`config.mk`:
```
export PLATFORM = sky130hd
export DESIGN_NAME = turn_controller_flat
export DESIGN_NICKNAME = d
export VERILOG_FILES = /design/src/rtl/turn_controller_if.sv /design/src/rtl/turn_controller.sv /design/src/flat_wrapper.sv
export SDC_FILE = /design/constraint.sdc
export NUM_CORES = 1
export LEC_CHECK = 0
export ABC_AREA = 1
export CORE_MARGIN = 2
export CORE_UTILIZATION = 32
export CTS_CLUSTER_SIZE = 8
export DETAILED_ROUTE_END_ITERATION = 10
export GPL_ROUTABILITY_DRIVEN = 0
export PLACE_DENSITY_LB_ADDON = 0.2
export SYNTH_ARGS = -nofsm -noshare
export SYNTH_HDL_FRONTEND = slang
export SYNTH_SLANG_ARGS = --single-unit
```
`constraint.sdc`:
```
create_clock -name i_clk -period 2.33 [get_ports i_clk]
set_input_delay 0.466 -clock i_clk [delete_from_list [all_inputs] [get_ports i_clk]]
set_output_delay 0.466 -clock i_clk [all_outputs]
set_load 0.05 [all_outputs]
```
`src/rtl/turn_controller_if.sv`:
```
// Move-request and board-drop handshake bundle between the two players, the board and turn_controller.
interface turn_controller_if #(
    parameter int COL_W = 3
);
    logic             p1_valid;
    logic [COL_W-1:0] p1_col;
    logic             p1_ready;
    logic             p2_valid;
    logic [COL_W-1:0] p2_col;
    logic             p2_ready;
    logic             drop_req;
    logic [COL_W-1:0] drop_col;
    logic [1:0]       drop_player;
    logic             drop_ack;

    modport master (
        output p1_valid, p1_col, p2_valid, p2_col, drop_ack,
        input  p1_ready, p2_ready, drop_req, drop_col, drop_player
    );

    modport slave (
        input  p1_valid, p1_col, p2_valid, p2_col, drop_ack,
        output p1_ready, p2_ready, drop_req, drop_col, drop_player
    );
endinterface

```
`src/rtl/turn_controller.sv`:
```
// Connect-Four turn sequencer: alternates players, runs the per-turn countdown,
// auto-plays on timeout, drives board drop/clear commands and declares the result.
module turn_controller #(
    parameter int COLS          = 7,
    parameter int TICKS_PER_SEC = 50_000_000,
    parameter int TURN_SECONDS  = 10
) (
    input  logic               i_clk,
    input  logic               i_reset,
    input  logic               i_start,
    input  logic [COLS-1:0]    i_col_full,
    input  logic               i_theres_a_winner,
    input  logic               i_board_full,
    input  logic [1:0]         i_winner,
    turn_controller_if.slave   if_bus,
    output logic               o_board_clear,
    output logic [1:0]         o_current_player,
    output logic [3:0]         o_seconds_left,
    output logic               o_move_rejected,
    output logic               o_timeout_move,
    output logic               o_game_over,
    output logic [1:0]         o_game_winner
);
    localparam int CW = $clog2(COLS);
    localparam int PW = (TICKS_PER_SEC > 1) ? $clog2(TICKS_PER_SEC) : 1;
    localparam logic [PW-1:0] PRESC_LAST = PW'(TICKS_PER_SEC - 1);
    localparam logic [3:0]    TURN_LOAD  = 4'(TURN_SECONDS);

    typedef enum logic [2:0] {
        S_IDLE  = 3'd0,
        S_WAIT  = 3'd1,
        S_DROP  = 3'd2,
        S_CHECK = 3'd3,
        S_OVER  = 3'd4
    } state_t;

    // Out-of-range columns never match a board column, so they read as not free.
    function automatic logic col_is_free(input logic [CW-1:0] col, input logic [COLS-1:0] full);
        logic ok;
        ok = 1'b0;
        for (int c = 0; c < COLS; c++) begin
            if (CW'(c) == col) begin
                ok = !full[c];
            end
        end
        return ok;
    endfunction

    // Returns {found, index} of the lowest-numbered column that still has room.
    function automatic logic [CW:0] lowest_free(input logic [COLS-1:0] full);
        logic [CW:0] res;
        res = {1'b0, {CW{1'b0}}};
        for (int c = COLS - 1; c >= 0; c--) begin
            if (!full[c]) begin
                res = {1'b1, CW'(c)};
            end
        end
        return res;
    endfunction

    state_t          r_state;
    state_t          w_state_next;
    logic [1:0]      r_player;
    logic [3:0]      r_seconds;
    logic [PW-1:0]   r_presc;
    logic [CW-1:0]   r_drop_col;
    logic [1:0]      r_drop_player;
    logic [1:0]      r_game_winner;
    logic            r_board_clear;
    logic            r_move_rejected;
    logic            r_timeout_move;

    logic            w_req_valid;
    logic [CW-1:0]   w_req_col;
    logic            w_move_hs;
    logic            w_move_ok;
    logic            w_move_bad;
    logic            w_tick;
    logic            w_expire;
    logic [CW:0]     w_free;
    logic            w_auto;
    logic            w_stuck;

    // Only the current player's request is considered; the other side is ignored.
    always_comb begin
        w_req_valid = (r_player == 2'd1) ? if_bus.p1_valid : if_bus.p2_valid;
        w_req_col   = (r_player == 2'd1) ? if_bus.p1_col   : if_bus.p2_col;
        w_move_hs   = (r_state == S_WAIT) && w_req_valid;
        w_move_ok   = w_move_hs && col_is_free(w_req_col, i_col_full);
        w_move_bad  = w_move_hs && !w_move_ok;
        w_tick      = (r_state == S_WAIT) && (r_presc == PRESC_LAST);
        w_expire    = w_tick && (r_seconds == 4'd1);
        w_free      = lowest_free(i_col_full);
        w_auto      = w_expire && !w_move_ok && w_free[CW];
        w_stuck     = w_expire && !w_move_ok && !w_free[CW];
    end

    // State register.
    always_ff @(posedge i_clk) begin
        if (i_reset) begin
            r_state <= S_IDLE;
        end else begin
            r_state <= w_state_next;
        end
    end

    // Next-state decode; a legal move in the expiry cycle beats the timeout.
    always_comb begin
        w_state_next = r_state;
        case (r_state)
            S_IDLE: begin
                if (i_start) w_state_next = S_WAIT;
                else         w_state_next = S_IDLE;
            end
            S_WAIT: begin
                if (w_move_ok || w_auto) w_state_next = S_DROP;
                else if (w_stuck)        w_state_next = S_OVER;
                else                     w_state_next = S_WAIT;
            end
            S_DROP: begin
                if (if_bus.drop_ack) w_state_next = S_CHECK;
                else                 w_state_next = S_DROP;
            end
            S_CHECK: begin
                if (i_theres_a_winner || i_board_full) w_state_next = S_OVER;
                else                                   w_state_next = S_WAIT;
            end
            S_OVER: begin
                if (i_start) w_state_next = S_WAIT;
                else         w_state_next = S_OVER;
            end
            default: w_state_next = S_IDLE;
        endcase
    end

    // Turn datapath: player, countdown, latched drop command, result and pulses.
    always_ff @(posedge i_clk) begin
        if (i_reset) begin
            r_player        <= 2'd1;
            r_seconds       <= 4'd0;
            r_presc         <= {PW{1'b0}};
            r_drop_col      <= {CW{1'b0}};
            r_drop_player   <= 2'd0;
            r_game_winner   <= 2'd0;
            r_board_clear   <= 1'b0;
            r_move_rejected <= 1'b0;
            r_timeout_move  <= 1'b0;
        end else begin
            r_board_clear   <= 1'b0;
            r_move_rejected <= 1'b0;
            r_timeout_move  <= 1'b0;
            case (r_state)
                S_IDLE, S_OVER: begin
                    if (i_start) begin
                        r_board_clear <= 1'b1;
                        r_player      <= 2'd1;
                        r_seconds     <= TURN_LOAD;
                        r_presc       <= {PW{1'b0}};
                        r_game_winner <= 2'd0;
                    end else begin
                        r_seconds     <= 4'd0;
                    end
                end
                S_WAIT: begin
                    r_move_rejected <= w_move_bad;
                    if (w_tick) begin
                        r_presc   <= {PW{1'b0}};
                        r_seconds <= r_seconds - 4'd1;
                    end else begin
                        r_presc   <= r_presc + PW'(1);
                    end
                    if (w_move_ok) begin
                        r_drop_col    <= w_req_col;
                        r_drop_player <= r_player;
                    end else if (w_auto) begin
                        r_drop_col     <= w_free[CW-1:0];
                        r_drop_player  <= r_player;
                        r_timeout_move <= 1'b1;
                    end else if (w_stuck) begin
                        r_game_winner  <= 2'd0;
                    end
                end
                S_DROP: begin
                    r_presc <= {PW{1'b0}};
                end
                S_CHECK: begin
                    // Four-in-a-row takes priority over a full board.
                    if (i_theres_a_winner) begin
                        r_game_winner <= i_winner;
                        r_seconds     <= 4'd0;
                    end else if (i_board_full) begin
                        r_game_winner <= 2'd0;
                        r_seconds     <= 4'd0;
                    end else begin
                        r_player  <= (r_player == 2'd1) ? 2'd2 : 2'd1;
                        r_seconds <= TURN_LOAD;
                        r_presc   <= {PW{1'b0}};
                    end
                end
                default: begin
                    r_presc <= {PW{1'b0}};
                end
            endcase
        end
    end

    // Output decode from registered state and datapath.
    always_comb begin
        if_bus.p1_ready    = 1'b0;
        if_bus.p2_ready    = 1'b0;
        if_bus.drop_req    = 1'b0;
        if_bus.drop_col    = r_drop_col;
        if_bus.drop_player = r_drop_player;
        o_game_over        = 1'b0;
        case (r_state)
            S_WAIT: begin
                if_bus.p1_ready = (r_player == 2'd1);
                if_bus.p2_ready = (r_player == 2'd2);
            end
            S_DROP:  if_bus.drop_req = 1'b1;
            S_OVER:  o_game_over     = 1'b1;
            default: o_game_over     = 1'b0;
        endcase
        o_board_clear    = r_board_clear;
        o_current_player = r_player;
        o_seconds_left   = r_seconds;
        o_move_rejected  = r_move_rejected;
        o_timeout_move   = r_timeout_move;
        o_game_winner    = r_game_winner;
    end
endmodule

```
`src/flat_wrapper.sv`:
```
// flat-port wrapper written by rule: the top's interface ports become plain ports
module turn_controller_flat 
#(
    parameter int COLS          = 7,
    parameter int TICKS_PER_SEC = 50_000_000,
    parameter int TURN_SECONDS  = 10
)
  (i_clk, i_reset, i_start, i_col_full, i_theres_a_winner, i_board_full, i_winner, o_board_clear, o_current_player, o_seconds_left, o_move_rejected, o_timeout_move, o_game_over, o_game_winner, if_bus_p1_valid, if_bus_p1_col, if_bus_p2_valid, if_bus_p2_col, if_bus_drop_ack, if_bus_p1_ready, if_bus_p2_ready, if_bus_drop_req, if_bus_drop_col, if_bus_drop_player);
  turn_controller_if if_bus_i ();
  input  logic i_clk;
  input  logic i_reset;
  input  logic i_start;
  input  logic [COLS-1:0] i_col_full;
  input  logic i_theres_a_winner;
  input  logic i_board_full;
  input  logic [1:0] i_winner;
  output logic o_board_clear;
  output logic [1:0] o_current_player;
  output logic [3:0] o_seconds_left;
  output logic o_move_rejected;
  output logic o_timeout_move;
  output logic o_game_over;
  output logic [1:0] o_game_winner;
  input wire logic [$bits(if_bus_i.p1_valid)-1:0] if_bus_p1_valid;
  input wire logic [$bits(if_bus_i.p1_col)-1:0] if_bus_p1_col;
  input wire logic [$bits(if_bus_i.p2_valid)-1:0] if_bus_p2_valid;
  input wire logic [$bits(if_bus_i.p2_col)-1:0] if_bus_p2_col;
  input wire logic [$bits(if_bus_i.drop_ack)-1:0] if_bus_drop_ack;
  output wire logic [$bits(if_bus_i.p1_ready)-1:0] if_bus_p1_ready;
  output wire logic [$bits(if_bus_i.p2_ready)-1:0] if_bus_p2_ready;
  output wire logic [$bits(if_bus_i.drop_req)-1:0] if_bus_drop_req;
  output wire logic [$bits(if_bus_i.drop_col)-1:0] if_bus_drop_col;
  output wire logic [$bits(if_bus_i.drop_player)-1:0] if_bus_drop_player;
  assign if_bus_i.p1_valid = if_bus_p1_valid;
  assign if_bus_i.p1_col = if_bus_p1_col;
  assign if_bus_i.p2_valid = if_bus_p2_valid;
  assign if_bus_i.p2_col = if_bus_p2_col;
  assign if_bus_i.drop_ack = if_bus_drop_ack;
  assign if_bus_p1_ready = if_bus_i.p1_ready;
  assign if_bus_p2_ready = if_bus_i.p2_ready;
  assign if_bus_drop_req = if_bus_i.drop_req;
  assign if_bus_drop_col = if_bus_i.drop_col;
  assign if_bus_drop_player = if_bus_i.drop_player;
  turn_controller #(.COLS(COLS), .TICKS_PER_SEC(TICKS_PER_SEC), .TURN_SECONDS(TURN_SECONDS)) u_core (.i_clk(i_clk), .i_reset(i_reset), .i_start(i_start), .i_col_full(i_col_full), .i_theres_a_winner(i_theres_a_winner), .i_board_full(i_board_full), .i_winner(i_winner), .if_bus(if_bus_i), .o_board_clear(o_board_clear), .o_current_player(o_current_player), .o_seconds_left(o_seconds_left), .o_move_rejected(o_move_rejected), .o_timeout_move(o_timeout_move), .o_game_over(o_game_over), .o_game_winner(o_game_winner));
endmodule
```
==> impl_metrics.toml <==
[outcome]
status = "finished clean"

[timing]
finalCriticalPeriod_ps = 2180
setup_slack_ps = 153
maxSlewHeadroom = 0.652
tns_ps = 0
fmax_mhz = 459
period_share = 0.934
rsz0062_at_grt = "false"
tightest_slew_ps = 520
hold_viol = 0
holdWs_ps = 480
fin_skew_ps = 6.95
slew_viol_final = 0
setup_viol_count_final = 0

[setup_path]
path_max_fanout = 7
cp_slowest_cell = "clkdlybuf4s50_1"
critPathArrivalTime_ps = 1710
r2r_cells = 12
cp_num_buf_inv = 1
rr_startpoint = "u_core.r_presc[0]$_SDFFE_PP0P_"
r2r_setup_slack_ps = 250
cp-end-kind = "output pin"
r2r_end = "u_core.r_presc[14]$_SDFFE_PP0P_"
cp-start-kind = "flop"
crit_chain = "clkdlybuf4s50_1"
crit_type = "reg -> out"
path_depth = 1
cp_data_required_time_ps = 1860
endpoint = "o_current_player[0]"
cpPeakStageDelay_ps = 880
cp_top_family = "buffers and inverters"
cp-startpoint = "u_core.o_current_player[0]$_SDFFE_PP1P_"

[global_routing]
grt_pass1_wl_mm = 11.7
grt_pass1_vias = 2519
grt_usage = 0.162
grt_overflow = 0
grt_max_degree = 18
antenna_found_initial = 0

[place]
place_ws_ps = 33.7
io_buffers = 42
hpwl_mm = 5.37
dp.cells = 532

[synthesis]
synthFlopType = "dfxtp_1"
synth_cell_type_count = 43
synth_cells = 382
syn_nets = 408
synth_area_leaders = "dfxtp_1 (34%), nand2_1 (9.0%), nor2_1 (7.2%)"
ys.warnings.count = 0
synth.top_cells.by_count = "nand2_1 (64), nor2_1 (51), dfxtp_1 (45), inv_1 (41), nand3_1 (32)"
synthDominantCellAreaShare = 0.338
ys_seq_elements = 45
yosys.area.top_type = "dfxtp_1"
seq_area_frac_synth = 0.338
async_reset_ff_frac = 0
synth_area_um2 = 2670
synth_edf_count = 0
syn_area_per_cell_um2 = 6.98
synth.most_common_cell = "nand2_1"

[power]
p_leak_nw = 1.24
p_per_area_nw_per_um2 = 569
ir_drop_uv = 335

[cts]
clockRootBuffer = "clkbuf_8"
cts_tree = "yes"
ctsHoldBuffers = 0
cts.sinks = 45
htreeDepth = 2
clk_pin_slew_ps = 90
numCtsBuffers = 5
cts_setup_buffers = 0
insertion_delay_ps = 300
ctsResizeCount = 0
clk_path_buf_depth = 2

[layout]
fin_util = 0.410
antennaDiodeCount = 0
syn_to_final_growth_pct = 25.0
layout-drive-gt1-share = 0.152
instances_no_fill = 540
nNetsFinal = 460

[drt]
drt-total-wl_mm = 6.80
first_pass_iters = 4
vias_per_cell = 4.84
num_vias = 2614
drt-initial-drc-count = 168
ant_nets = 0
drc = 0
wl_per_cell_um = 12.6

[floorplan]
rows = 33
start_util = 0.328
dieArea_um2 = 9080
die_h_um = 95.3
die_w_um = 95.3
ioPinCount = 43
design.core.area_um2 = 8130

[min_path]
hold_path.class = "reg -> reg"
min_from = "u_core.r_presc[3]$_SDFFE_PP0P_"

[flow_run]
max-cap-violations = 0
==> routing by layer <==
metal / global-route usage / vias up / share of wire
li1: - / 1360 / -
met1: 0.208 / 1177 / 0.46
met2: 0.266 / 71 / 0.47
met3: 0.0387 / 6 / 0.057
met4: 0.0531 / 0 / 0.012
met5: 0 / - / 0
==> flip-flops by register name, indices dropped and copies added (netlist names) <==
name	count
u_core.if_bus.drop_col	3
u_core.if_bus.drop_player	2
u_core.o_board_clear	1
u_core.o_current_player	2
u_core.o_game_winner	2
u_core.o_move_rejected	1
u_core.o_seconds_left	4
u_core.o_timeout_move	1
u_core.r_presc	26
u_core.r_state	3
==> per-stage QoR <==
| step | power, mW | area [um^2] |
|---|---|---|
| 4_1_cts | 1.93 | 3340 |
| 5_1_grt | 2.01 | 3340 |
| 3_5_place_dp | 1.43 | 3250 |
| 6_report | 1.90 | 3340 |
| 3_3_place_gp | 1.43 | 3250 |
| 2_1_floorplan | 1.25 | 2670 |
==> kinds of logic after synthesis <==
family	synth area share
AND/OR/NAND/NOR	0.415
AO/OA/AOI/OAI	0.132
adder cells (fa/ha/maj)	0.0141
buffers and inverters	0.0910
XOR/XNOR	0.00985
flip-flops	0.338
==> area by class of cell <==
class	instances	area (um^2)
clock buffer	7	76.3
inverter	50	188
sequential	45	901
multi-input combinational	281	1530
tap	105	131
fill	870	4800
timing repair buffer	51	503
clock inverter	1	7.51
==> cells in the final DEF (no fill, tap or decap), types with 2 or more instances in the layout <==
cell type        instances
a31oi_1                  6
ha_1                     3
or2_2                    2
inv_1                   41
clkbuf_1                 2
a211oi_1                 2
nor2_4                   3
o21ai_1                  5
nor3b_1                  4
buf_4                   11
nor3b_2                  2
xor2_1                   3
nand2_4                  2
o21ai_0                 16
o21a_1                   2
dfxtp_1                 45
nand2_1                 64
nor3_1                  22
inv_2                    8
nand4_1                  4
nand3_2                  4
o21ai_2                  2
clkdlybuf4s50_1         38
o22ai_1                  2
clkbuf_8                 5
nor3_2                   4
nand3_1                 32
nor2_1                  51
buf_12                   2
a21oi_1                 20
nand2_2                 11
nor2_2                   3
==> how the worst min path moves through the flow <==
| stage | end | slack, ps | depth (start not counted) |
|---|---|---|---|
| after floorplan | u_core.r_presc[3]$_SDFFE_PP0P_ | 450 | 2 |
| after global placement | u_core.o_game_winner[0]$_SDFFE_PP0P_ | 470 | 2 |
| after detailed placement | u_core.o_game_winner[0]$_SDFFE_PP0P_ | 470 | 2 |
| after CTS | u_core.r_presc[3]$_SDFFE_PP0P_ | 490 | 2 |
| after global routing | u_core.r_presc[1]$_SDFFE_PP0P_ | 530 | 2 |
| final | u_core.r_presc[3]$_SDFFE_PP0P_ | 480 | 2 |
==> power breakdown <==
part           leakage [nW]  internal [mW]  switching [mW]
logic                 0.841          0.202           0.369
clock network        0.0385          0.213           0.279
registers             0.365          0.804          0.0324
total                  1.24           1.22           0.681
Note: power is estimated with default switching activity, not from simulation.
